## src/rtl/onehot_decode_pipe.sv

```systemverilog
// Three-stage select decoder: input reg, hi/lo predecode reg, one-hot output reg.
// Each stage loads on its own, so bubbles collapse under backpressure.
module onehot_decode_pipe #(
   parameter int SEL_W = 3,
   parameter int LO_W  = SEL_W / 2
) (
   input  logic                  clock0,
   input  logic                  reset,
   input  logic                  in_valid,
   output logic                  in_ready,
   input  logic [SEL_W-1:0]      in_sel,
   input  logic                  in_en,
   output logic                  out_valid,
   input  logic                  out_ready,
   output logic [2**SEL_W-1:0]   out_onehot,
   output logic                  busy
);

   localparam int OUT_W = 2 ** SEL_W;
   localparam int HI_W  = SEL_W - LO_W;
   localparam int HN    = 2 ** HI_W;
   localparam int LN    = 2 ** LO_W;

   logic             v1_q, v1_d;
   logic             en1_q, en1_d;
   logic [SEL_W-1:0] sel1_q, sel1_d;
   logic             v2_q, v2_d;
   logic             en2_q, en2_d;
   logic [HN-1:0]    hi2_q, hi2_d;
   logic [LN-1:0]    lo2_q, lo2_d;
   logic             v3_q, v3_d;
   logic [OUT_W-1:0] out_q, out_d;

   logic             ld1, ld2, ld3;
   logic [HN-1:0]    hi_dec;
   logic [LN-1:0]    lo_dec;
   logic [OUT_W-1:0] and_dec;

   always_comb begin
      ld3 = ~v3_q | out_ready;
      ld2 = ~v2_q | ld3;
      ld1 = ~v1_q | ld2;
   end

   assign in_ready   = ld1 & ~reset;
   assign out_valid  = v3_q;
   assign out_onehot = out_q;
   assign busy       = v1_q | v2_q | v3_q;

   always_comb begin
      hi_dec = '0;
      lo_dec = '0;
      hi_dec[sel1_q[SEL_W-1:LO_W]] = 1'b1;
      lo_dec[sel1_q[LO_W-1:0]]     = 1'b1;
   end

   // Output bit i = its hi group AND its lo group
   for (genvar i = 0; i < OUT_W; i++) begin : g_and
      assign and_dec[i] = hi2_q[i / LN] & lo2_q[i % LN] & en2_q;
   end

   always_comb begin
      v1_d   = v1_q;
      sel1_d = sel1_q;
      en1_d  = en1_q;
      v2_d   = v2_q;
      hi2_d  = hi2_q;
      lo2_d  = lo2_q;
      en2_d  = en2_q;
      v3_d   = v3_q;
      out_d  = out_q;
      if (ld1) begin
         v1_d = in_valid;
         if (in_valid) begin
            sel1_d = in_sel;
            en1_d  = in_en;
         end
      end
      if (ld2) begin
         v2_d = v1_q;
         if (v1_q) begin
            hi2_d = hi_dec;
            lo2_d = lo_dec;
            en2_d = en1_q;
         end
      end
      if (ld3) begin
         v3_d = v2_q;
         if (v2_q) begin
            out_d = and_dec;
         end
      end
   end

   always_ff @(posedge clock0) begin
      if (reset) begin
         v1_q   <= 1'b0;
         sel1_q <= '0;
         en1_q  <= 1'b0;
         v2_q   <= 1'b0;
         hi2_q  <= '0;
         lo2_q  <= '0;
         en2_q  <= 1'b0;
         v3_q   <= 1'b0;
         out_q  <= '0;
      end else begin
         v1_q   <= v1_d;
         sel1_q <= sel1_d;
         en1_q  <= en1_d;
         v2_q   <= v2_d;
         hi2_q  <= hi2_d;
         lo2_q  <= lo2_d;
         en2_q  <= en2_d;
         v3_q   <= v3_d;
         out_q  <= out_d;
      end
   end

endmodule

```

## config.mk

```make
export PLATFORM = sky130hd
export DESIGN_NAME = onehot_decode_pipe
export DESIGN_NICKNAME = d
export VERILOG_FILES = /design/src/rtl/onehot_decode_pipe.sv
export SDC_FILE = /design/constraint.sdc
export NUM_CORES = 1
export LEC_CHECK = 0
export CORE_MARGIN = 2
export CORE_UTILIZATION = 30
export DETAILED_ROUTE_END_ITERATION = 10
export SETUP_SLACK_MARGIN = 0.15
export SLEW_MARGIN = 20
export SYNTH_ARGS = -nofsm -noshare
export SYNTH_HDL_FRONTEND = slang
export SYNTH_SLANG_ARGS = --single-unit
```

## constraint.sdc

```tcl
create_clock -name clock0 -period 1.35 [get_ports clock0]
set_input_delay 0.27 -clock clock0 [delete_from_list [all_inputs] [get_ports clock0]]
set_output_delay 0.27 -clock clock0 [all_outputs]
set_load 0.02 [all_outputs]
```

# Word level (Yosys, flattened, before mapping)
# Cells that the tools add are included.
[totals] reg_bits=22 output_inout_bits=11 wordCells=48
[op_classes] n_lt_le_gt_ge=4 n_mux=4 n_bitwise=26 reduce_logical=5
[ops] operator="1-bit bitwise AND" count=17
[ops] operator="2-bit AND reduction" count=3
[ops] operator="1-bit OR" count=5
[ops] operator="1-bit NOT" count=4
[ops] operator="2-bit by 3-bit < comparator with 1-bit output, second input constant" count=1
[ops] operator="1-bit demux with 2-bit select" count=1
[ops] operator="2-bit by 1-bit greater-or-equal comparator with 1-bit output, second input constant" count=1
[ops] operator="1-bit logical AND" count=2
[ops] operator="1-bit by 2-bit < comparator with 1-bit output, second input constant" count=1
[ops] operator="1-bit two-way mux" count=2
[ops] operator="1-bit demux with 1-bit select" count=1
[ops] operator="1-bit greater-or-equal comparator, second input constant" count=1

# Longest topological paths before layout
[depth] word_depth=5 mapped_depth=4

# Worst setup path before layout
# Ideal clock, no wire load.
[synth_path] kind="register -> output" from="register v3_q, in the netlist out_valid" to="output in_ready" arrival_ns=1.130 t_required_ns=1.080 slack_ns=-0.050 path_stages_with_launch=4 path_buffers=1 cell_sequence="dfxtp_1 and3b_1 buf_2 a21oi_1"
[synth_via] elab_chain_len=5
[synth_lines] element="start: declaration" line="31" text="logic v3_q, v3_d;"
[synth_lines] element="start signal: assignment" line="114" text="v3_q <= v3_d;"
[synth_lines] element="1-bit NOT" line="40" text="ld3 = ~v3_q | out_ready;"
[synth_lines] element="1-bit OR" line="40"
[synth_lines] element="1-bit OR" line="41" text="ld2 = ~v2_q | ld3;"
[synth_lines] element="1-bit OR" line="42" text="ld1 = ~v1_q | ld2;"
[synth_lines] element="1-bit bitwise AND" line="45" text="assign in_ready = ld1 & ~reset;"
[synth_lines] element="end: declaration" line="10" text="output logic in_ready,"
# Every way passes these cells.

# Worst setup path after layout
# Ends and elaborated chain as after synthesis.

==> run metrics <==
Buffers on Ports=18; dominant cell type by area after synthesis=dfxtp_1; final-report hold violation count=0; final worst setup slack=-0.0901 ns; Post-CTS Hold Fix Bufs=0; root buf cell=clkbuf_4; Synth area leaders=dfxtp_1 48%, a21oi_1 10%, o21ai_0 8.2%, nand2b_1 6.2%, nand4_1 6.2%; Worst VDD drop=0.000553 V; Post-route DRC=0; pre-CTS setup slack=-0.684 ns; max-cap violations=0; worst path cell trace=and3b_2 -> a21oi_4 -> buf_6; total track usage=0.114; Mapped Nets=110; H-tree Lvls=1; TritonCTS Buffers=3; CP startpoint kind=register; synthesized flop and latch total=22; Placement Cell Area=0.00116 mm²; design area=0.00120 mm²; skew final=0.00963 ns; most frequent cells in the layout=19 x dfxtp_1, 17 x a21oi_1, 15 x o21ai_0; worst min path class=reg -> reg; synth unique cells=21; Worst-Margin Slew=0.292 ns; DR vias=802; CP endpoint kind=primary output; Clock Sinks=22; grt ovf=0; drt first pass iters=4; Routability Congestion=0.721; share of cells above drive strength 1=0.260; IO Pins=19; kind of critical path=reg -> out; critical path peak fanout=3; Initial Util=0.307; Row Count=20; commonest non-fill, non-tap cell in the layout=dfxtp_1; Cell Pwr Density=1090 mW/mm²; Top Family by Delay on Critical Path=flip-flops; worst skew pair latency=0.31 ns; final setup vio count=3; routed wire length per instance=12.0 µm; Max clock buf depth=2; WHS=0.474 ns; Total Wirelength=1870 µm; max-slew violation count=0; Slew headroom=0.805; Buf/Inv on CP=1; Final nets=132; Clock transition at path regs=0.13 ns; Leakage=0.000452 µW; Final TNS setup=-0.175 ns; Die X=59.2 µm; status=complete, but fails checks; failing checks=setup timing; initial antenna violation count=0; drt initial violations=25; synthesized cell area=915 µm²; CTS tree=yes; register area share after synthesis=0.482; yosys warns=0; Placeable Area=0.00298 mm²; Slowest cell on crit path=dfxtp_2; Syn Area/Cell=8.97 µm²; fmax=694 MHz; antenna cells=0; Period Utilization, post-route=1.07; post-route antenna net violation count=0; first-pass GRT wire length=3060 µm; slowest cell delay on critical path=0.35 ns; full die area=0.00351 mm²; crit path DAT=1.17 ns; RSZ-0062 raised after global routing=true; synth-to-layout area growth=30.9%; WP data required=1.08 ns; largest net degree at the start of global routing=27; vias in the first global route=723; Syn Inst Count=102; Die H=59.2 µm; area share of the largest cell type after synthesis=0.482; DPL Wire Length=1350 µm; vias per cell=5.14; fin crit period=1.44 ns
==> cells by family (layout without fill, tap and decap cells) <==
kind of cell | count (synthesis) | count (layout) | share of synthesized area
AO/OA/AOI/OAI | 35 | 35 | 0.198
AND/OR/NAND/NOR | 32 | 32 | 0.224
flip-flops | 22 | 22 | 0.482
buffers and inverters | 9 | 30 | 0.0520
multiplexers | 4 | 4 | 0.0438
==> what timing repair did <==
item,4_1_cts,5_1_grt
resized for setup,48,9
pin swaps,2,0
setup endpoints to repair,29,15
setup buffers,1,0
==> synth_stat cells (all sizes together) <==
cell,instances
clkbuf,3
or4,1
dfxtp,22
o21ai,15
a21oi,19
nand4,9
nor2,1
and3b,1
nand4b,2
nand2b,9
or3,2
nor2b,1
buf,4
inv,2
nand3b,1
mux2i,4
and2,3
nand3,2
a21boi,1
==> worst min-delay path, delay by kind of cell (launching register included) <==
| kind | cells | cell delay (ns) |
|---|---|---|
| AOI/OAI and AO/OA | 1 | 0.05 |
| DFF | 1 | 0.33 |
| and+or+nand+nor | 1 | 0.06 |
==> power breakdown <==
| group | internal [µW] | leakage, µW | switching [µW] | total [µW] |
|---|---|---|---|---|
| registers | 669 | 0.000180 | 15.1 | 684 |
| clock network | 300 | 0.0000279 | 200 | 500 |
| logic | 67.4 | 0.000244 | 59.7 | 127 |
| total | 1040 | 0.000452 | 274 | 1310 |
==> through the flow <==
stage	std cells	utilization	power [µW]
after floorplan	102	-	770
after global placement	151	0.390	816
after detailed placement	151	0.390	819
after CTS	156	0.412	1320
after global routing	156	0.402	1350
final	156	0.402	1310
==> layer usage <==
| layer | GRT usage | wire [µm] | vias up |
|---|---|---|---|
| met2 | 0.190 | 874 | 23 |
| met5 | 0 | 0 | - |
| met1 | 0.135 | 870 | 367 |
| met4 | 0.0292 | 13 | 0 |
| met3 | 0.0459 | 107 | 2 |
| li1 | - | - | 410 |
==> worst paths after layout <==
kind / from / endpoint / slack (ns) / cells past startpoint
max: out_valid / in_ready / -0.09 / 3
min: en1_q / en2_q / 0.47 / 2
max reg2reg: out_valid / hi2_q[0] / -0.01 / 4
min reg2reg: en1_q / en2_q / 0.47 / 2
==> layout make-up <==
cell class	instances	area, µm²
tap	33	41.3
inverter	2	10.0
clock buffer	3	22.5
sequential	22	444
timing repair buffer	24	188
clock inverter	1	30.0
fill	318	1780
multi-input combinational	71	462
==> state kept, by name, summed over array words and instances, names as in the netlist <==
name        flops
out_onehot      8
hi2_q           4
sel1_q          3
lo2_q           2
en1_q           1
en2_q           1
out_valid       1
v1_q            1
v2_q            1
No activity file was read; power rests on OpenSTA's default activity.
